===== src/rtl/instr_bus_pkg.sv =====
// Shared types and constants for the MR1 instruction-fetch responder.
package instr_bus_pkg;

    localparam int ADDR_W      = 32;
    localparam int DATA_W      = 32;
    localparam int STALL_CNT_W = 3;

    typedef logic [ADDR_W-1:0]      addr_t;
    typedef logic [DATA_W-1:0]      word_t;
    typedef logic [STALL_CNT_W-1:0] stall_cnt_t;

endpackage


===== src/rtl/instr_req_fifo.sv =====
// In-order request queue for fetch addresses. Pointers carry one extra
// wrap bit so full and empty are told apart without a separate counter.
module instr_req_fifo
    import instr_bus_pkg::*;
#(
    parameter int DEPTH = 2,
    parameter int W     = instr_bus_pkg::ADDR_W,
    localparam int IDX_W = $clog2(DEPTH),
    localparam int PTR_W = IDX_W + 1
) (
    input  logic             clock,
    input  logic             reset,
    input  logic             push_i,
    input  logic [W-1:0]     data_i,
    input  logic             pop_i,
    output logic [W-1:0]     head_o,
    output logic             full_o,
    output logic             empty_o,
    output logic [PTR_W-1:0] count_o
);

    logic [W-1:0]     mem_q [DEPTH];
    logic [PTR_W-1:0] wr_ptr_q, wr_ptr_d;
    logic [PTR_W-1:0] rd_ptr_q, rd_ptr_d;
    logic             do_push;
    logic             do_pop;

    assign full_o  = (wr_ptr_q[IDX_W] != rd_ptr_q[IDX_W]) &&
                     (wr_ptr_q[IDX_W-1:0] == rd_ptr_q[IDX_W-1:0]);
    assign empty_o = (wr_ptr_q == rd_ptr_q);
    assign count_o = wr_ptr_q - rd_ptr_q;
    assign head_o  = mem_q[rd_ptr_q[IDX_W-1:0]];

    // A full queue refuses pushes even when a pop frees a slot this cycle.
    assign do_push = push_i && !full_o;
    assign do_pop  = pop_i && !empty_o;

    // Pointer advance for this cycle's push and pop.
    always_comb begin
        wr_ptr_d = wr_ptr_q;
        rd_ptr_d = rd_ptr_q;
        if (do_push) begin
            wr_ptr_d = wr_ptr_q + PTR_W'(1);
        end
        if (do_pop) begin
            rd_ptr_d = rd_ptr_q + PTR_W'(1);
        end
    end

    // Pointer and storage registers; storage is cleared so the head reads 0 after reset.
    always_ff @(posedge clock) begin
        if (reset) begin
            wr_ptr_q <= '0;
            rd_ptr_q <= '0;
            for (int k = 0; k < DEPTH; k++) begin
                mem_q[k] <= '0;
            end
        end else begin
            wr_ptr_q <= wr_ptr_d;
            rd_ptr_q <= rd_ptr_d;
            if (do_push) begin
                mem_q[wr_ptr_q[IDX_W-1:0]] <= data_i;
            end
        end
    end

endmodule


===== src/rtl/instr_bus_responder.sv =====
// Responder side of the MR1 instruction-fetch bus: queues fetch requests,
// returns one word per request in order, and bounds both stall inputs so
// the core always makes progress.
module instr_bus_responder
    import instr_bus_pkg::*;
#(
    parameter int ADDR_W    = instr_bus_pkg::ADDR_W,
    parameter int DATA_W    = instr_bus_pkg::DATA_W,
    parameter int DEPTH     = 2,
    parameter int MAX_STALL = 3,
    localparam int CNT_W    = $clog2(DEPTH + 1)
) (
    input  logic              clock,
    input  logic              reset,
    input  logic              instr_req_valid,
    output logic              instr_req_ready,
    input  logic [ADDR_W-1:0] instr_req_addr,
    output logic              instr_rsp_valid,
    output logic [DATA_W-1:0] instr_rsp_data,
    input  logic              stall_req,
    input  logic              stall_rsp,
    output logic [ADDR_W-1:0] mem_addr,
    input  logic [DATA_W-1:0] mem_rdata,
    output logic [CNT_W-1:0]  outstanding,
    output logic              err_misaligned
);

    localparam stall_cnt_t MAX_CNT = stall_cnt_t'(MAX_STALL);

    stall_cnt_t        req_cnt_q, req_cnt_d;
    stall_cnt_t        rsp_cnt_q, rsp_cnt_d;
    logic              rsp_valid_q, rsp_valid_d;
    logic [DATA_W-1:0] rsp_data_q, rsp_data_d;
    logic              err_q, err_d;

    logic              full;
    logic              empty;
    logic              req_stall;
    logic              rsp_stall;
    logic              accept;
    logic              issue;

    // A stall is only honoured while its counter is below the bound.
    assign req_stall       = stall_req && (req_cnt_q < MAX_CNT);
    assign rsp_stall       = stall_rsp && (rsp_cnt_q < MAX_CNT);
    assign instr_req_ready = !full && !req_stall;
    assign accept          = instr_req_valid && instr_req_ready;
    assign issue           = !empty && !rsp_stall;

    assign instr_rsp_valid = rsp_valid_q;
    assign instr_rsp_data  = rsp_data_q;
    assign err_misaligned  = err_q;

    instr_req_fifo #(
        .DEPTH (DEPTH),
        .W     (ADDR_W)
    ) u_fifo (
        .clock   (clock),
        .reset   (reset),
        .push_i  (accept),
        .data_i  (instr_req_addr),
        .pop_i   (issue),
        .head_o  (mem_addr),
        .full_o  (full),
        .empty_o (empty),
        .count_o (outstanding)
    );

    // Next-state for stall counters, response register and sticky error.
    always_comb begin
        req_cnt_d   = req_cnt_q;
        rsp_cnt_d   = rsp_cnt_q;
        rsp_valid_d = issue;
        rsp_data_d  = rsp_data_q;
        err_d       = err_q;

        // Count only cycles where the core waits purely because of stall_req.
        if (!instr_req_valid || accept) begin
            req_cnt_d = '0;
        end else if (!full && (req_cnt_q < MAX_CNT)) begin
            req_cnt_d = req_cnt_q + stall_cnt_t'(1);
        end

        if (empty || issue) begin
            rsp_cnt_d = '0;
        end else if (rsp_cnt_q < MAX_CNT) begin
            rsp_cnt_d = rsp_cnt_q + stall_cnt_t'(1);
        end

        if (issue) begin
            rsp_data_d = mem_rdata;
        end

        if (accept && (instr_req_addr[1:0] != 2'b00)) begin
            err_d = 1'b1;
        end
    end

    // Control and response registers; reset flushes everything in flight.
    always_ff @(posedge clock) begin
        if (reset) begin
            req_cnt_q   <= '0;
            rsp_cnt_q   <= '0;
            rsp_valid_q <= 1'b0;
            rsp_data_q  <= '0;
            err_q       <= 1'b0;
        end else begin
            req_cnt_q   <= req_cnt_d;
            rsp_cnt_q   <= rsp_cnt_d;
            rsp_valid_q <= rsp_valid_d;
            rsp_data_q  <= rsp_data_d;
            err_q       <= err_d;
        end
    end

endmodule


===== config.mk =====
export PLATFORM = sky130hd
export DESIGN_NAME = instr_bus_responder
export DESIGN_NICKNAME = d
export VERILOG_FILES = /design/src/rtl/instr_bus_pkg.sv /design/src/rtl/instr_req_fifo.sv /design/src/rtl/instr_bus_responder.sv
export SDC_FILE = /design/constraint.sdc
export NUM_CORES = 1
export LEC_CHECK = 0
export CAP_MARGIN = 40
export CORE_AREA = 2 2 111 113
export DETAILED_ROUTE_END_ITERATION = 7
export DIE_AREA = 0 0 113 115
export PLACE_DENSITY = 0.84
export SYNTH_ARGS = -nofsm -noshare
export SYNTH_HDL_FRONTEND = slang
export SYNTH_SLANG_ARGS = --single-unit
export TNS_END_PERCENT = 100

===== constraint.sdc =====
create_clock -name clock -period 10.6 [get_ports clock]
set_input_delay 2.12 -clock clock [delete_from_list [all_inputs] [get_ports clock]]
set_output_delay 2.12 -clock clock [all_outputs]
set_load 0.005 [all_outputs]

==> summary.md, run 1 <==
| Metric | Value |
|---|---|
| Synth warn | `0` |
| Hold crit path type | `register to register` |
| Cells on Worst Hold Path | `2` |
| GP Congestion | `0.755` |
| Initial antenna violation count | `0` |
| Maximum VDD drop | `0.000100 V` |
| Area of placed instances | `6660 um2` |
| Worst-case headroom to the max-slew limit | `44.1%` |
| Total non-filler cell area in the finished layout | `6940 um2` |
| Cell depth of the worst flop-to-flop path | `4` |
| Maximum clock insertion buffer count | `2` |
| Routed len/inst | `15.3 um` |
| RSZ-0062 raised after global routing | `no` |
| CP Data Required Time | `8.48 ns` |
| Starting utilization of the core area | `43.8%` |
| Final-layout setup total negative slack | `0 ns` |
| Power density cells | `151 nW/um2` |
| Final Skew | `0.00588 ns` |
| Least-Margin Pin Slew | `0.839 ns` |
| Number of buffers added on ports | `137` |
| Die area | `13000 um2` |
| Area used by multi-input combinational logic | `2040 um2` |
| Count of routing violations after the opening detailed-route iteration | `222` |
| Async set-reset flop share out of synthesis | `0%` |
| Pleak | `2.54 nW` |
| Total gr overflow | `0` |
| Sequential share of the synthesized area | `54.6%` |
| Number of post-CTS setup repair buffers | `0` |
| First-pass GRT wire length | `17100 um` |
| Max-cap violations | `0` |
| DR vias/cell | `5.04` |
| Endpoints failing setup | `0` |
| Post-layout total power | `1.05 mW` |
| Clock sinks | `109` |
| Insertion delay of the later-clocked pin in the worst-skew pair | `0.34 ns` |
| Fraction of final layout cells sized beyond drive strength 1 | `20.1%` |
| Final period util | `54.5%` |
| Total via count in the routed design | `3501` |
| Count of state elements after synthesis | `109` |
| Worst path arrival time | `3.65 ns` |
| Number of gates resized after CTS | `0` |
| Share of the core filled with cells in the final layout | `58.8%` |
| Post-synth EDFFs | `64` |
| Highest clock frequency the design can meet | `173 MHz` |
| Placement row count | `40` |
| Length of the first detailed-routing pass in iterations | `6` |
| Clock slew seen by the registers of the worst setup and hold paths | `0.06 ns` |
| Largest fanout on the critical path | `6` |
| Vias in the first global route | `3604` |
| Top library cells by usage in the layout, fill and taps aside | `sky130_fd_sc_hd__clkdlybuf4s50_1, sky130_fd_sc_hd__nand2b_1, sky130_fd_sc_hd__edfxtp_1` |
| Mean Syn Cell Area | `12.4 um2` |
| Boundary pin count | `138` |
| Area taken by flip-flops and latches | `2820 um2` |
| Instance count after placement with tap cells included | `679` |
| Area of the placeable core | `11800 um2` |
| Final slew viol count | `0` |
| Antenna diodes | `0` |
| Endpoints failing hold | `0` |
| Area added between synthesis and finish | `34.3%` |
| Violated checks | `DRC` |
| Non-filler cells, final | `695` |
| Hold-fix buffers, CTS | `0` |
| Top_reg_cell synth | `sky130_fd_sc_hd__edfxtp_1` |
| Number of different library cells in the post-synthesis netlist | `37` |
| Clock tree from TritonCTS | `done` |
| Layout fillers | `951` |
| Nets | `615` |
| Width of the chip | `113 um` |
| Pin count of the biggest net entering global routing | `77` |
| Commonest non-fill, non-tap cell in the layout | `sky130_fd_sc_hd__clkdlybuf4s50_1` |
| H-tree Lvls | `3` |
| Cts bufs inserted | `9` |
| Summed instance area of the synthesized netlist | `5170 um2` |
| Shortest clock period the worst path allows after layout | `5.77 ns` |
| Count of unresolved DRC violations after routing | `11` |
| Placed wire-length estimate | `7070 um` |
| Residual antenna-violating net count after detailed routing | `0` |
| Combined global-route utilization of all metal layers | `16.4%` |
| Number of nets in the synthesized netlist | `490` |
| CP endpoint kind | `output port` |
| Setup Crit Path Kind | `input port to output port` |
| Result of the run | `finished with violations` |
| Y dimension of the die | `115 um` |
| Syn Inst Count | `418` |
| Nature of the critical path startpoint | `input port` |
| Root buffer cell | `sky130_fd_sc_hd__clkbuf_16` |
| Final wirelength | `10600 um` |
-- state kept, by name (all words and copies together) (netlist names), named ones only --
register,cells
err_misaligned,1
u_fifo.wr_ptr_q,2
req_cnt_q,3
instr_rsp_valid,1
rsp_cnt_q,3
u_fifo.mem_q,64
u_fifo.rd_ptr_q,2
instr_rsp_data,32
-- layout make-up --
type,instances,share of cell area [%]
tap,147,2.65
clock buffer,11,3.35
multi-input combinational,240,29.4
sequential,109,40.7
clock inverter,5,0.739
inverter,39,2.11
timing repair buffer,144,21.1
-- synth_stat cells (2+ instances only) --
master	instances	area share, %
sky130_fd_sc_hd__nand2b_1	65	7.9
sky130_fd_sc_hd__edfxtp_1	64	37
sky130_fd_sc_hd__nor3_2	50	9.7
sky130_fd_sc_hd__dfxtp_1	45	17
sky130_fd_sc_hd__inv_1	38	2.8
sky130_fd_sc_hd__mux2_2	34	7.4
sky130_fd_sc_hd__mux2i_1	32	6.2
sky130_fd_sc_hd__clkbuf_1	15	1.1
sky130_fd_sc_hd__nor3_1	15	1.5
sky130_fd_sc_hd__buf_6	9	2.0
sky130_fd_sc_hd__nor2_1	5	0.36
sky130_fd_sc_hd__nor2b_1	5	0.61
sky130_fd_sc_hd__buf_1	4	0.29
sky130_fd_sc_hd__a21oi_1	3	0.29
sky130_fd_sc_hd__ha_1	3	0.73
sky130_fd_sc_hd__nand2_1	3	0.22
sky130_fd_sc_hd__a211oi_1	2	0.29
sky130_fd_sc_hd__a221o_1	2	0.39
sky130_fd_sc_hd__a221oi_1	2	0.34
sky130_fd_sc_hd__and3_1	2	0.24
sky130_fd_sc_hd__buf_2	2	0.19
sky130_fd_sc_hd__mux2_1	2	0.44
sky130_fd_sc_hd__nand3_1	2	0.19
-- per-stage QoR --
stage / setup slack (ns) / hold WS [ns]
after floorplan: 5.95 / 0.434
after global placement: 4.96 / 0.444
after detailed placement: 4.89 / 0.463
after CTS: 4.87 / 0.478
after global routing: 4.76 / 0.490
final: 4.83 / 0.475
-- power by group --
part | switching [mW] | total (mW) | internal (mW)
clock | 0.145 | 0.327 | 0.182
combinational | 0.0960 | 0.226 | 0.130
sequential | 0.0133 | 0.494 | 0.481
total | 0.254 | 1.05 | 0.793
-- worst max-delay path: stages --
cell,delay [ns]
sky130_fd_sc_hd__clkdlybuf4s50_1,0.44
sky130_fd_sc_hd__nor2b_1,0.39
sky130_fd_sc_hd__a22oi_1,0.19
sky130_fd_sc_hd__clkdlybuf4s50_1,0.51
-- final timing paths --
kind                                    from                          endpoint  slack, ns
max                                stall_req                   instr_req_ready       4.83
min           instr_rsp_data[3]$_SDFFE_PP0P_    instr_rsp_data[3]$_SDFFE_PP0P_       0.47
max reg2reg  u_fifo.wr_ptr_q[0]$_SDFFE_PP0P_  u_fifo.mem_q[1][6]$_SDFFCE_PN0P_       8.05
min reg2reg   instr_rsp_data[3]$_SDFFE_PP0P_    instr_rsp_data[3]$_SDFFE_PP0P_       0.47
-- routing by layer --
metal / track usage [%] / vias up / routed length, um
li1: - / 1690 / -
met1: 19.2 / 1671 / 4410
met2: 29.1 / 126 / 5230
met3: 4.32 / 14 / 804
met4: 6.26 / 0 / 168
met5: 0 / - / 0
-- cell families after synthesis --
group / count (synthesis) / synth area share (%)
flops: 109 / 54.6
fa+ha+maj: 3 / 0.726
simple gates: 150 / 21.0
xor+xnor: 3 / 0.654
buf+inv: 69 / 6.36
mux: 68 / 14.0
compound gates: 16 / 2.59
No activity file was read; power rests on OpenSTA's default activity.
==> run 2, diff against run 1 <==
--- a/config.mk
+++ b/config.mk
@@ -6,10 +6,10 @@
 export NUM_CORES = 1
 export LEC_CHECK = 0
 export CAP_MARGIN = 40
-export CORE_AREA = 2 2 111 113
+export CORE_AREA = 2 2 112 114
 export DETAILED_ROUTE_END_ITERATION = 7
-export DIE_AREA = 0 0 113 115
-export PLACE_DENSITY = 0.84
+export DIE_AREA = 0 0 114 116
+export PLACE_DENSITY = 0.85
 export SYNTH_ARGS = -nofsm -noshare
 export SYNTH_HDL_FRONTEND = slang
 export SYNTH_SLANG_ARGS = --single-unit
==> constraint.sdc (replaced) <==
create_clock -name clock -period 5.2 [get_ports clock]
set_input_delay 1.04 -clock clock [delete_from_list [all_inputs] [get_ports clock]]
set_output_delay 1.04 -clock clock [all_outputs]
set_load 0.005 [all_outputs]
==> run 2 against run 1 <==
Effect of this change:
- the run now ends clean
- clock skew about the same
- critical path depth is the same
- non-clock buffer count unchanged
- largest power group unchanged
==> summary.md, run 2 (synthesis gave the netlist of run 1 again) <==
| Metric | Value |
|---|---|
| Number of buffers added on ports | `137 (unchanged)` |
| Uppermost routed layer | `met4 (unchanged)` |
| Root buffer cell | `sky130_fd_sc_hd__clkbuf_16 (unchanged)` |
| Hold crit path type | `register to register (unchanged)` |
| Initial antenna violation count | `0 (unchanged)` |
| Residual antenna-violating net count after detailed routing | `0 (unchanged)` |
| Vias in the first global route | `3572 (was 3604)` |
| Final-layout setup total negative slack | `0 ns (unchanged)` |
| Worst path arrival time | `2.56 ns (was 3.65 ns)` |
| Routed met1 length | `4470 um (was 4410 um)` |
| Cts bufs inserted | `9 (unchanged)` |
| Clock slew seen by the registers of the worst setup and hold paths | `0.07 ns (was 0.06 ns)` |
| Clock tree from TritonCTS | `done (unchanged)` |
| Highest clock frequency the design can meet | `278 MHz` |
| Combinational cell fraction of total power | `20.7% (was 21.6%)` |
| Worst stage delay on the critical path | `0.49 ns (was 0.51 ns)` |
| Nets | `615 (unchanged)` |
| Proportion of total power due to net switching | `23.5% (was 24.3%)` |
| Area added between synthesis and finish | `35.2% (was 34.3%)` |
| GP Congestion | `0.793 (was 0.755)` |
| RSZ-0062 raised after global routing | `no (unchanged)` |
| Largest fanout on the critical path | `6 (unchanged)` |
| Count of routing violations after the opening detailed-route iteration | `272 (was 222)` |
| Y dimension of the die | `116 um (was 115 um)` |
| Shortest clock period the worst path allows after layout | `3.60 ns` |
| Share of the core filled with cells in the final layout | `58.7% (was 58.8%)` |
| Number of gates resized after CTS | `0 (unchanged)` |
| Cell-internal power | `1.71 mW (was 0.793 mW)` |
| Fraction of power consumed by the clock network | `34.4% (was 31.2%)` |
| Result of the run | `completed (was finished with violations)` |
| Combined global-route utilization of all metal layers | `16.8% (was 16.4%)` |
| Insertion delay of the later-clocked pin in the worst-skew pair | `0.35 ns (was 0.34 ns)` |
| Starting utilization of the core area | `43.4% (was 43.8%)` |
| Register with the most flip-flops | `u_fifo.mem_q (unchanged)` |
| Total via count in the routed design | `3465 (was 3501)` |
| First-pass GRT wire length | `17400 um (was 17100 um)` |
| Final wirelength | `10700 um (was 10600 um)` |
| Max-cap violations | `0 (unchanged)` |
| Placement row count | `40 (unchanged)` |
| Pin count of the biggest net entering global routing | `77 (unchanged)` |
| Crit path max-delay cell type | `sky130_fd_sc_hd__clkdlybuf4s50_1 (unchanged)` |
| DR vias/cell | `4.99 (was 5.04)` |
| Area of the placeable core | `11900 um2 (was 11800 um2)` |
| Endpoints failing hold | `0 (unchanged)` |
| Width of the chip | `114 um (was 113 um)` |
| Routed len/inst | `15.3 um (about the same)` |
| Max reg flops | `64 (unchanged)` |
| Routed length on met2 | `5150 um (was 5230 um)` |
| Final slew viol count | `0 (unchanged)` |
| Top library cells by usage in the layout, fill and taps aside | `sky130_fd_sc_hd__clkdlybuf4s50_1, sky130_fd_sc_hd__nand2b_1, sky130_fd_sc_hd__edfxtp_1 (unchanged)` |
| Area taken by flip-flops and latches | `2820 um2 (unchanged)` |
| Final period util | `69.1%` |
| Top cell by count, worst path | `sky130_fd_sc_hd__clkdlybuf4s50_1 (unchanged)` |
| CP Data Required Time | `4.16 ns (was 8.48 ns)` |
| Hold-fix buffers, CTS | `0 (unchanged)` |
| Total gr overflow | `0 (unchanged)` |
| Maximum VDD drop | `0.000181 V (was 0.000100 V)` |
| Share of power burned in registers | `44.9% (was 47.2%)` |
| Endpoints failing setup | `0 (unchanged)` |
| Pleak | `2.56 nW (was 2.54 nW)` |
| Worst-case headroom to the max-slew limit | `45.1% (was 44.1%)` |
| Routed wl met3 | `928 um (was 804 um)` |
| Fraction of final layout cells sized beyond drive strength 1 | `20.4% (was 20.1%)` |
| Commonest non-fill, non-tap cell in the layout | `sky130_fd_sc_hd__clkdlybuf4s50_1 (unchanged)` |
| Maximum clock insertion buffer count | `2 (unchanged)` |
| Psw | `0.527 mW (was 0.254 mW)` |
| Length of the first detailed-routing pass in iterations | `4 (was 6)` |
| Final Skew | `0.00606 ns (was 0.00588 ns)` |
| Die area | `13200 um2 (was 13000 um2)` |
| Layout fillers | `964 (was 951)` |
| Number of post-CTS setup repair buffers | `0 (unchanged)` |
| Boundary pin count | `138 (unchanged)` |
| Least-Margin Pin Slew | `0.824 ns (was 0.839 ns)` |
| Power density cells | `320 nW/um2 (was 151 nW/um2)` |
| CP endpoint kind | `output port (unchanged)` |
| Count of unresolved DRC violations after routing | `0 (was 11)` |
| Nature of the critical path startpoint | `input port (unchanged)` |
| Clock sinks | `109 (unchanged)` |
| H-tree Lvls | `3 (unchanged)` |
| Area used by multi-input combinational logic | `2040 um2 (unchanged)` |
| Antenna diodes | `0 (unchanged)` |
| Placed wire-length estimate | `6950 um (was 7070 um)` |
| Setup Crit Path Kind | `input port to output port (unchanged)` |
| Worst-path cell chain | `clkdlybuf4s50_1 > nor2b_1 > a22oi_1 > clkdlybuf4s50_1 (unchanged)` |
==> run 2: cell count changes in the layout (fill, tap and decap cells not counted), sizes merged <==
cell	change
bufinv	+2
clkbuf	-3
clkdlybuf4s50	+1
clkinv	-1
clkinvlp	+1
==> run 2: final cells by class <==
class                   count  area share, %
clock buffers               9           3.22
clock inverters             7           1.63
inverters                  39           2.09
multi-input cells         240           29.2
flip-flops and latches    109           40.4
well taps                 147           2.63
repair buffers            144           20.8
==> run 2: final timing paths <==
path,from,endpoint,slack [ns],cells after the start
hold reg to reg,instr_rsp_data[23]$_SDFFE_PP0P_,instr_rsp_data[23]$_SDFFE_PP0P_,0.47,2
setup / recovery,stall_req,instr_req_ready,1.60,4
setup reg to reg,u_fifo.wr_ptr_q[0]$_SDFFE_PP0P_,u_fifo.mem_q[1][10]$_SDFFCE_PN0P_,2.83,4
hold / removal,instr_rsp_data[23]$_SDFFE_PP0P_,instr_rsp_data[23]$_SDFFE_PP0P_,0.47,2
==> run 2: power groups by stage <==
stage                     Clock (mW)  Combinational, mW  Sequential [mW]
after floorplan                    0              0.234             1.02
after global placement             0              0.450             1.02
after detailed placement           0              0.466             1.02
after CTS                      0.790              0.469             1.01
after global routing           0.825              0.500             1.01
final                          0.771              0.463             1.01
==> run 2: per-stage QoR <==
stage,cells,power [mW],setup WS [ns],area [um2],hold slack (ns)
floorplan,418,1.26,1.36,5170,0.434
global placement,677,1.47,1.72,6600,0.445
detailed placement,679,1.49,1.65,6650,0.459
CTS,695,2.26,1.64,6990,0.476
global route,695,2.34,1.48,6990,0.497
finish,695,2.24,1.60,6990,0.473
==> run 2: critical path: cells and delay by family <==
kind                   cells  cell delay, ns
AOI/OAI and AO/OA          1            0.19
buffers and inverters      2            0.94
and+or+nand+nor            1            0.38
==> run 2: metal layers <==
metal  vias up  GRT usage [%]
li1       1688              -
met1      1642           19.6
met2       123           28.7
met3        12           6.49
met4         0           5.37
met5         -              0
